===== src/rtl/lcd_cmd_arbiter_if.sv =====
// lcd_cmd_arbiter_if: requester, LCD_CTRL and status signals of the command arbiter
// Ports (signals):
//   reqN_valid/reqN_cmd[2:0]/reqN_data[7:0]  requester N -> arbiter
//   reqN_ready/reqN_pop                      arbiter -> requester N
//   lcd_cmd[2:0]/lcd_cmd_valid/lcd_datain[7:0] arbiter -> LCD_CTRL
//   lcd_busy                                 LCD_CTRL -> arbiter
//   grant_id/done                            arbiter status
// Modports: slave = arbiter side, master = environment side.
interface lcd_cmd_arbiter_if;
    logic       req0_valid;
    logic [2:0] req0_cmd;
    logic [7:0] req0_data;
    logic       req0_ready;
    logic       req0_pop;
    logic       req1_valid;
    logic [2:0] req1_cmd;
    logic [7:0] req1_data;
    logic       req1_ready;
    logic       req1_pop;
    logic [2:0] lcd_cmd;
    logic       lcd_cmd_valid;
    logic [7:0] lcd_datain;
    logic       lcd_busy;
    logic       grant_id;
    logic       done;

    modport slave (
        input  req0_valid, req0_cmd, req0_data, req1_valid, req1_cmd, req1_data, lcd_busy,
        output req0_ready, req0_pop, req1_ready, req1_pop, lcd_cmd, lcd_cmd_valid,
               lcd_datain, grant_id, done
    );

    modport master (
        output req0_valid, req0_cmd, req0_data, req1_valid, req1_cmd, req1_data, lcd_busy,
        input  req0_ready, req0_pop, req1_ready, req1_pop, lcd_cmd, lcd_cmd_valid,
               lcd_datain, grant_id, done
    );
endinterface


===== src/rtl/lcd_cmd_arbiter.sv =====
// lcd_cmd_arbiter: round-robin scheduler of two command sources onto LCD_CTRL
// Ports:
//   clk    rising-edge clock
//   reset  asynchronous active-low reset
//   bus    lcd_cmd_arbiter_if.slave (requesters, LCD_CTRL cmd/data/busy, grant_id, done)
// Optional: define LCD_ARB_FIXED_PRIO_EN for fixed priority (req0 wins ties).
// Pixel contract: reqN_data is captured at each edge that starts a pop cycle; the
// pop cycle shows that pixel on lcd_datain, so the requester presents the next
// pixel while pop is high.
module lcd_cmd_arbiter #(
    parameter int IMG_N   = 108,
    parameter int BUSY_TO = 4,
    parameter int CNT_W   = 7
) (
    input logic             clk,
    input logic             reset,
    lcd_cmd_arbiter_if.slave bus
);
    // ISSUE is the single strobe cycle between the grant and LOAD/WAIT_HI
    typedef enum logic [2:0] {IDLE, ISSUE, LOAD, WAIT_HI, WAIT_LO, DONE} state_t;

    state_t           state_q, state_d;
    logic [CNT_W-1:0] cnt_q, cnt_d;
    logic [2:0]       cmd_q, cmd_d;
    logic [7:0]       datain_q, datain_d;
    logic             gnt_q, gnt_d, last_q, last_d, win;
    logic             valid_q, valid_d, done_q, done_d;
    logic             ready0_q, ready0_d, ready1_q, ready1_d, pop0_q, pop0_d, pop1_q, pop1_d;

    always_comb begin
`ifdef LCD_ARB_FIXED_PRIO_EN
        win = !bus.req0_valid;
`else
        win = (bus.req0_valid && bus.req1_valid) ? !last_q : bus.req1_valid;
`endif
        state_d = state_q;
        cnt_d   = cnt_q;
        gnt_d   = gnt_q;
        last_d  = last_q;
        cmd_d   = cmd_q;
        case (state_q)
            IDLE: if (!bus.lcd_busy && (bus.req0_valid || bus.req1_valid)) begin
                state_d = ISSUE;
                gnt_d   = win;
                last_d  = win;
                cmd_d   = win ? bus.req1_cmd : bus.req0_cmd;
            end
            ISSUE: state_d = (cmd_q == 3'd0) ? LOAD : WAIT_HI;
            LOAD: begin
                cnt_d = cnt_q + 1'b1;
                if (cnt_q == CNT_W'(IMG_N - 1)) begin
                    state_d = WAIT_HI;
                    cnt_d   = '0;
                end
            end
            WAIT_HI: begin
                cnt_d = cnt_q + 1'b1;
                if (bus.lcd_busy) begin
                    state_d = WAIT_LO;
                    cnt_d   = '0;
                end else if (cnt_q == CNT_W'(BUSY_TO - 1)) begin
                    state_d = DONE;
                    cnt_d   = '0;
                end
            end
            WAIT_LO: if (!bus.lcd_busy) state_d = DONE;
            DONE:    state_d = IDLE;
            default: state_d = IDLE;
        endcase
        // outputs are decoded from the next state so they appear with it, fully registered
        valid_d  = state_d == ISSUE;
        ready0_d = state_d == ISSUE && !gnt_d;
        ready1_d = state_d == ISSUE && gnt_d;
        pop0_d   = state_d == LOAD && !gnt_d;
        pop1_d   = state_d == LOAD && gnt_d;
        datain_d = (state_d == LOAD) ? (gnt_d ? bus.req1_data : bus.req0_data) : 8'd0;
        done_d   = state_d == DONE;
    end

    always_ff @(posedge clk or negedge reset) begin
        if (!reset) begin
            state_q  <= IDLE;
            cnt_q    <= '0;
            cmd_q    <= 3'd0;
            datain_q <= 8'd0;
            gnt_q    <= 1'b0;
            last_q   <= 1'b1;
            valid_q  <= 1'b0;
            done_q   <= 1'b0;
            ready0_q <= 1'b0;
            ready1_q <= 1'b0;
            pop0_q   <= 1'b0;
            pop1_q   <= 1'b0;
        end else begin
            state_q  <= state_d;
            cnt_q    <= cnt_d;
            cmd_q    <= cmd_d;
            datain_q <= datain_d;
            gnt_q    <= gnt_d;
            last_q   <= last_d;
            valid_q  <= valid_d;
            done_q   <= done_d;
            ready0_q <= ready0_d;
            ready1_q <= ready1_d;
            pop0_q   <= pop0_d;
            pop1_q   <= pop1_d;
        end
    end

    assign bus.lcd_cmd       = cmd_q;
    assign bus.lcd_cmd_valid = valid_q;
    assign bus.lcd_datain    = datain_q;
    assign bus.grant_id      = gnt_q;
    assign bus.done          = done_q;
    assign bus.req0_ready    = ready0_q;
    assign bus.req1_ready    = ready1_q;
    assign bus.req0_pop      = pop0_q;
    assign bus.req1_pop      = pop1_q;
endmodule


===== src/flat_wrapper.sv =====
// flat-port wrapper written by rule: the top's interface ports become plain ports
module lcd_cmd_arbiter_flat 
#(
    parameter int IMG_N   = 108,
    parameter int BUSY_TO = 4,
    parameter int CNT_W   = 7
)
  (clk, reset, bus_req0_valid, bus_req0_cmd, bus_req0_data, bus_req1_valid, bus_req1_cmd, bus_req1_data, bus_lcd_busy, bus_req0_ready, bus_req0_pop, bus_req1_ready, bus_req1_pop, bus_lcd_cmd, bus_lcd_cmd_valid, bus_lcd_datain, bus_grant_id, bus_done);
  lcd_cmd_arbiter_if bus_i ();
  input logic clk;
  input logic reset;
  input wire logic [$bits(bus_i.req0_valid)-1:0] bus_req0_valid;
  input wire logic [$bits(bus_i.req0_cmd)-1:0] bus_req0_cmd;
  input wire logic [$bits(bus_i.req0_data)-1:0] bus_req0_data;
  input wire logic [$bits(bus_i.req1_valid)-1:0] bus_req1_valid;
  input wire logic [$bits(bus_i.req1_cmd)-1:0] bus_req1_cmd;
  input wire logic [$bits(bus_i.req1_data)-1:0] bus_req1_data;
  input wire logic [$bits(bus_i.lcd_busy)-1:0] bus_lcd_busy;
  output wire logic [$bits(bus_i.req0_ready)-1:0] bus_req0_ready;
  output wire logic [$bits(bus_i.req0_pop)-1:0] bus_req0_pop;
  output wire logic [$bits(bus_i.req1_ready)-1:0] bus_req1_ready;
  output wire logic [$bits(bus_i.req1_pop)-1:0] bus_req1_pop;
  output wire logic [$bits(bus_i.lcd_cmd)-1:0] bus_lcd_cmd;
  output wire logic [$bits(bus_i.lcd_cmd_valid)-1:0] bus_lcd_cmd_valid;
  output wire logic [$bits(bus_i.lcd_datain)-1:0] bus_lcd_datain;
  output wire logic [$bits(bus_i.grant_id)-1:0] bus_grant_id;
  output wire logic [$bits(bus_i.done)-1:0] bus_done;
  assign bus_i.req0_valid = bus_req0_valid;
  assign bus_i.req0_cmd = bus_req0_cmd;
  assign bus_i.req0_data = bus_req0_data;
  assign bus_i.req1_valid = bus_req1_valid;
  assign bus_i.req1_cmd = bus_req1_cmd;
  assign bus_i.req1_data = bus_req1_data;
  assign bus_i.lcd_busy = bus_lcd_busy;
  assign bus_req0_ready = bus_i.req0_ready;
  assign bus_req0_pop = bus_i.req0_pop;
  assign bus_req1_ready = bus_i.req1_ready;
  assign bus_req1_pop = bus_i.req1_pop;
  assign bus_lcd_cmd = bus_i.lcd_cmd;
  assign bus_lcd_cmd_valid = bus_i.lcd_cmd_valid;
  assign bus_lcd_datain = bus_i.lcd_datain;
  assign bus_grant_id = bus_i.grant_id;
  assign bus_done = bus_i.done;
  lcd_cmd_arbiter #(.IMG_N(IMG_N), .BUSY_TO(BUSY_TO), .CNT_W(CNT_W)) u_core (.clk(clk), .reset(reset), .bus(bus_i));
endmodule

===== config.mk =====
export PLATFORM = sky130hd
export DESIGN_NAME = lcd_cmd_arbiter_flat
export DESIGN_NICKNAME = d
export VERILOG_FILES = /design/src/rtl/lcd_cmd_arbiter_if.sv /design/src/rtl/lcd_cmd_arbiter.sv /design/src/flat_wrapper.sv
export SDC_FILE = /design/constraint.sdc
export NUM_CORES = 1
export LEC_CHECK = 0
export CAP_MARGIN = 20
export CORE_UTILIZATION = 44
export DETAILED_ROUTE_END_ITERATION = 10
export GPL_TIMING_DRIVEN = 0
export HOLD_SLACK_MARGIN = 0.08
export PLACE_DENSITY = 0.77
export SKIP_CTS_REPAIR_TIMING = 1
export SYNTH_ARGS = -nofsm -noshare
export SYNTH_HDL_FRONTEND = slang
export SYNTH_SLANG_ARGS = --single-unit
export TNS_END_PERCENT = 20

===== constraint.sdc =====
create_clock -name clk -period 2.5 [get_ports clk]
set_input_delay 0.5 -clock clk [delete_from_list [all_inputs] [get_ports clk]]
set_output_delay 0.5 -clock clk [all_outputs]
set_load 0.02 [all_outputs]

After elaboration in Yosys (flattened, before gate mapping):

Cells that the tools add are included.
Widths: inputs -> output; s select.

* bits in registers: 29
* input bits: 27
* output and inout port bits: 18

* add/sub/neg operators: 1
* eq/ne operators: 9
* muxes and demuxes: 17
* reduce and logical (&&, ||, !) cells: 14

Operators by type and width (count)
* $mux 7: 3
* $mux 3: 6
* $mux 8: 2
* $pmux 3 s5: 1
* $pmux 7 s2: 1
* $eq 3x2->1 const B: 3
* $add 7x1->7 const B: 1
* $eq 7x2->1 const B: 1
* $eq 7x7->1 const B: 1
* $eq 3x1->1 const B: 2
* $eq 3x3->1 const B: 2
* $logic_and 1x1->1: 6
* $logic_not 3->1: 2
* $mux 1: 4
* $logic_not 1->1: 3
* $reduce_and 2->1: 1
* $reduce_bool 2->1: 1
* $logic_or 1x1->1: 1

Depth between registers and ports, before layout:

* depth after elaboration: 6
* depth in mapped cells: 6
* gate-level depth less buffers: 5

Least setup slack after synthesis:

No wires, ideal clock.

* path kind: input-to-reg
* start point: input port bus_req1_valid
* end point: register u_core.datain_q[0] (netlist: u_core.bus.lcd_datain[0])
* library setup time: 94 ps
* data arrival time: 1497 ps
* data required time: 2406 ps
* path slack: 909 ps
* cell stages on the path: 4
* buffers on the path: 0
* cells stage by stage: or2_2 > a21boi_1 > o21ai_1 > a211oi_1

* cells in the longest elaborated chain, start to end: 6
* elaborated cells between the ends (all ways): 11
* those cells by class: eq/ne (1); mux (7); reduce/logical (3)

RTL lines
* start: declaration: line flat_wrapper.sv:15 `input wire logic [$bits(bus_i.req1_valid)-1:0] bus_req1_valid;`
* $logic_or 1x1->1 / $logic_and 1x1->1 (equally long branches): line lcd_cmd_arbiter.sv:42, lcd_cmd_arbiter.sv:34
* $logic_and 1x1->1 / $mux 1 (equally long branches): line lcd_cmd_arbiter.sv:42, lcd_cmd_arbiter.sv:34
* $mux 3 / $mux 1 (equally long branches): line lcd_cmd_arbiter.sv:42 `IDLE: if (!bus.lcd_busy && (bus.req0_valid || bus.req1_valid)) begin`
* $pmux 3 s5 / $mux 1 (equally long branches): line lcd_cmd_arbiter.sv:41 `case (state_q)`
* $eq 3x2->1 / $mux 8 (equally long branches): line lcd_cmd_arbiter.sv:76 `datain_d = (state_d == LOAD) ? (gnt_d ? bus.req1_data : bus.req0_data) : 8'd0;`
* $mux 8 (*): line lcd_cmd_arbiter.sv:76
* net u_core.datain_d[0]: line lcd_cmd_arbiter.sv:25 `logic [7:0] datain_q, datain_d;`
* end signal: assignment: line lcd_cmd_arbiter.sv:98 `datain_q <= datain_d;`
* end: declaration: line lcd_cmd_arbiter.sv:25

Mark *: on every way through the listed nets, which the timed path passes. The rest lies on a longest branch.
A chain may end at the register's enable or synchronous reset.

Worst setup path after layout:

* start point: input port bus_lcd_busy
* end point: register u_core.datain_q[0] (netlist: u_core.bus.lcd_datain[0])

* cells in the longest elaborated chain, start to end: 6
* elaborated cells between the ends (all ways): 11
* those cells by class: eq/ne (1); mux (8); reduce/logical (2)

RTL lines
* start: declaration: line flat_wrapper.sv:18 `input wire logic [$bits(bus_i.lcd_busy)-1:0] bus_lcd_busy;`
* $logic_not 1->1: line lcd_cmd_arbiter.sv:42
* $logic_and 1x1->1: line lcd_cmd_arbiter.sv:42
* $mux 3 / $mux 1 (equally long branches): line lcd_cmd_arbiter.sv:42
* $pmux 3 s5 / $mux 1 (equally long branches): line lcd_cmd_arbiter.sv:41
* $eq 3x2->1 / $mux 8 (equally long branches): line lcd_cmd_arbiter.sv:76
* $mux 8 (*): line lcd_cmd_arbiter.sv:76
* net u_core.datain_d[0]: line lcd_cmd_arbiter.sv:25

Marked as above.

==> flow_summary.json <==
{
  "layout_min_cycle_time_ns": 1.96,
  "startpoint_type": "primary input",
  "hold_class": "reg -> reg",
  "cp-end-kind": "register",
  "cp.arrival_ns": 2.19,
  "cts_inserted_buffers": 5,
  "ys_ff_latch": 29,
  "clk_latency_ns": 0.33,
  "setup-tns-final_ns": 0,
  "crit_type": "in -> reg",
  "hold_slack_ns": 0.467,
  "diodes": 0,
  "antenna_found_initial": 0,
  "clockBufferDepth": 2,
  "leakagePower_nw": 0.845,
  "final_net_count": 219,
  "num_io_pins": 45,
  "worstMarginPinSlew_ns": 0.615,
  "post-route-util": 0.649,
  "postSynthCellCount": 139,
  "crit_buf_inv": 2,
  "maxSlewViolCount": 0,
  "synthesis.area_um2": 1390,
  "grt_pass1_vias": 1226,
  "fin_area_um2": 1960,
  "port-buffer-count": 44,
  "drc": 0,
  "area_delta_synth_final_pct": 41.2,
  "avgSynthCellArea_um2": 10.0,
  "dieArea_um2": 3390,
  "gp_congestion": 0.842,
  "synth_cell_types": 37,
  "cts_sinks": 29,
  "path_cells": "clkdlybuf4s50_1 > nor4_4 > nand3_1 > inv_2 > o21ai_1 > a211oi_1",
  "post-place-ws_ns": 0.187,
  "path_depth": 6,
  "hold_viol_final": 0,
  "r2r_slack_ns": 0.63,
  "finalCritPeriodShare": 0.786,
  "skew_ns": 0.0183,
  "clkTransAtPathRegs_ns": 0.09,
  "rows": 20,
  "grt_max_degree": 22,
  "cpPeakStageDelay_ns": 0.54,
  "first_iter_violations": 84,
  "cts_tree": "built",
  "setup_slack_ns": 0.535,
  "maxCapViolations": 0,
  "cp_slowest_cell": "clkdlybuf4s50_1",
  "n_fill_cell": 248,
  "timing.critical_path.fanout_max": 9,
  "die_h_um": 58.2,
  "start_util": 0.460,
  "cts-root-buf": "clkbuf_4",
  "p_per_area_nw_per_um2": 1060,
  "die_w_um": 58.2,
  "grt_pass1_wl_um": 5690,
  "crit_family": "buffers and inverters",
  "via_per_inst": 5.20,
  "min_path_cells": 2,
  "setup_violations": 0,
  "max_freq_ghz": 0.509,
  "dpl_cell_area_um2": 1910,
  "rsz0062_at_grt": "false",
  "num_vias": 1228,
  "drt_pass1_iterations": 4,
  "wl_per_cell_um": 14.1,
  "hpwl_um": 2540,
  "syn_nets": 167,
  "grt_overflow_total": 0,
  "cp.required_ns": 2.72,
  "grt_usage": 0.229,
  "maxSlewHeadroom": 0.589,
  "core_area_um2": 3030,
  "status": "finished clean",
  "layout-drive-gt1-share": 0.104,
  "htreeDepth": 2,
  "ant_nets": 0,
  "yosysSeqAreaShare": 0.522,
  "r2r_cells": 5,
  "wirelength_um": 3320,
  "ir_drop_v": 0.000493,
  "yosys_warnings": 0
}
cell type report:
class                   count  area [um2]  area share
flip-flops and latches     29         727       0.370
plain buffers               6        33.8      0.0172
well taps                  44        55.1      0.0280
inverters                   5        18.8     0.00955
clock buffers               7        45.0      0.0229
clock inverters             1        5.00     0.00255
multi-input cells          99         612       0.311
repair buffers             45         468       0.238
state kept, by name (all words and copies together) (netlist names), 3 cells and up:
name / cells
u_core.cnt_q: 7
u_core.bus.lcd_datain: 8
u_core.bus.lcd_cmd: 3
u_core.state_q: 3
power by group:
| part | switching, mW | total (mW) | internal, mW | leakage (nW) |
|---|---|---|---|---|
| clock network | 0.157 | 0.267 | 0.109 | 0.0293 |
| registers | 0.133 | 0.778 | 0.645 | 0.361 |
| logic | 0.571 | 1.03 | 0.462 | 0.454 |
| total | 0.861 | 2.08 | 1.22 | 0.845 |
synthesized netlist by cell type, drive strengths merged:
cell | n | share of area
a22oi | 1 | 0.0054
buf | 5 | 0.022
nand4 | 1 | 0.0045
and2 | 2 | 0.0090
nor3 | 3 | 0.011
ha | 1 | 0.0090
nand2b | 2 | 0.0090
nand3b | 1 | 0.0054
nand3 | 11 | 0.040
o211ai | 1 | 0.0054
mux2i | 5 | 0.036
dfstp | 1 | 0.019
a21o | 3 | 0.016
o21ai | 19 | 0.068
nor2b | 1 | 0.0045
nor2 | 7 | 0.019
dfrtp | 28 | 0.50
o41ai | 1 | 0.0063
or3 | 1 | 0.0045
a211oi | 8 | 0.043
o2111ai | 1 | 0.011
a2111o | 1 | 0.0081
nand2 | 18 | 0.050
or3b | 1 | 0.0063
inv | 5 | 0.013
nor4 | 1 | 0.015
nor3b | 2 | 0.018
a21bo | 1 | 0.0072
or2 | 1 | 0.0045
a21boi | 2 | 0.011
clkbuf | 1 | 0.0027
a21oi | 2 | 0.0072
or4 | 1 | 0.0054
worst min-delay path, stage by stage (launching register included):
cell,delay [ns]
dfstp_2,0.38
nand2_1,0.05
nand2_1,0.05
cell families (layout without fill, tap and decap cells):
| group | Yosys count | in the layout | share of synthesized area |
|---|---|---|---|
| AO/OA/AOI/OAI | 40 | 40 | 0.189 |
| adder cells (fa/ha/maj) | 1 | 1 | 0.00899 |
| buffers and inverters | 11 | 64 | 0.0378 |
| flip-flops | 29 | 29 | 0.522 |
| multiplexers | 5 | 5 | 0.0360 |
| AND/OR/NAND/NOR | 53 | 53 | 0.206 |
stage by stage:
step | total power [mW] | std cells
after global routing | 2.25 | 236
after detailed placement | 1.82 | 228
after global placement | 1.77 | 227
after floorplan | 1.42 | 139
final | 2.08 | 236
after CTS | 2.09 | 236
path summary, 6_finish.rpt:
check	end	startpoint
max	u_core.bus.lcd_datain[0]$_DFF_PN0_	bus_lcd_busy
min	u_core.last_q$_DFFE_PN1P_	u_core.last_q$_DFFE_PN1P_
max reg2reg	u_core.cnt_q[0]$_DFFE_PN0P_	u_core.cnt_q[0]$_DFFE_PN0P_
min reg2reg	u_core.last_q$_DFFE_PN1P_	u_core.last_q$_DFFE_PN1P_
max in group asynchronous	u_core.last_q$_DFFE_PN1P_	reset
min in group asynchronous	u_core.cnt_q[4]$_DFFE_PN0P_	reset
layer usage:
| layer | part of all wire | GRT usage |
|---|---|---|
| met1 | 0.39 | 0.269 |
| met2 | 0.52 | 0.383 |
| met3 | 0.085 | 0.0781 |
| met4 | 0.0057 | 0.0918 |
| met5 | 0 | 0 |
layout by cell type (no fill, tap or decap), types with 2 or more instances in the layout:
cell type         n
clkdlybuf4s50_1  44
dfrtp_1          28
nand2_1          17
nand3_1          11
o21ai_0          10
o21ai_1           9
a211oi_1          8
nor2_1            7
mux2i_1           5
clkbuf_4          5
inv_1             4
nor3_1            3
buf_2             3
a21o_1            3
clkbuf_1          3
nor3b_2           2
a21oi_1           2
buf_4             2
nand2b_1          2
and2_1            2
a21boi_1          2
Power figures use the tool's default switching activity.
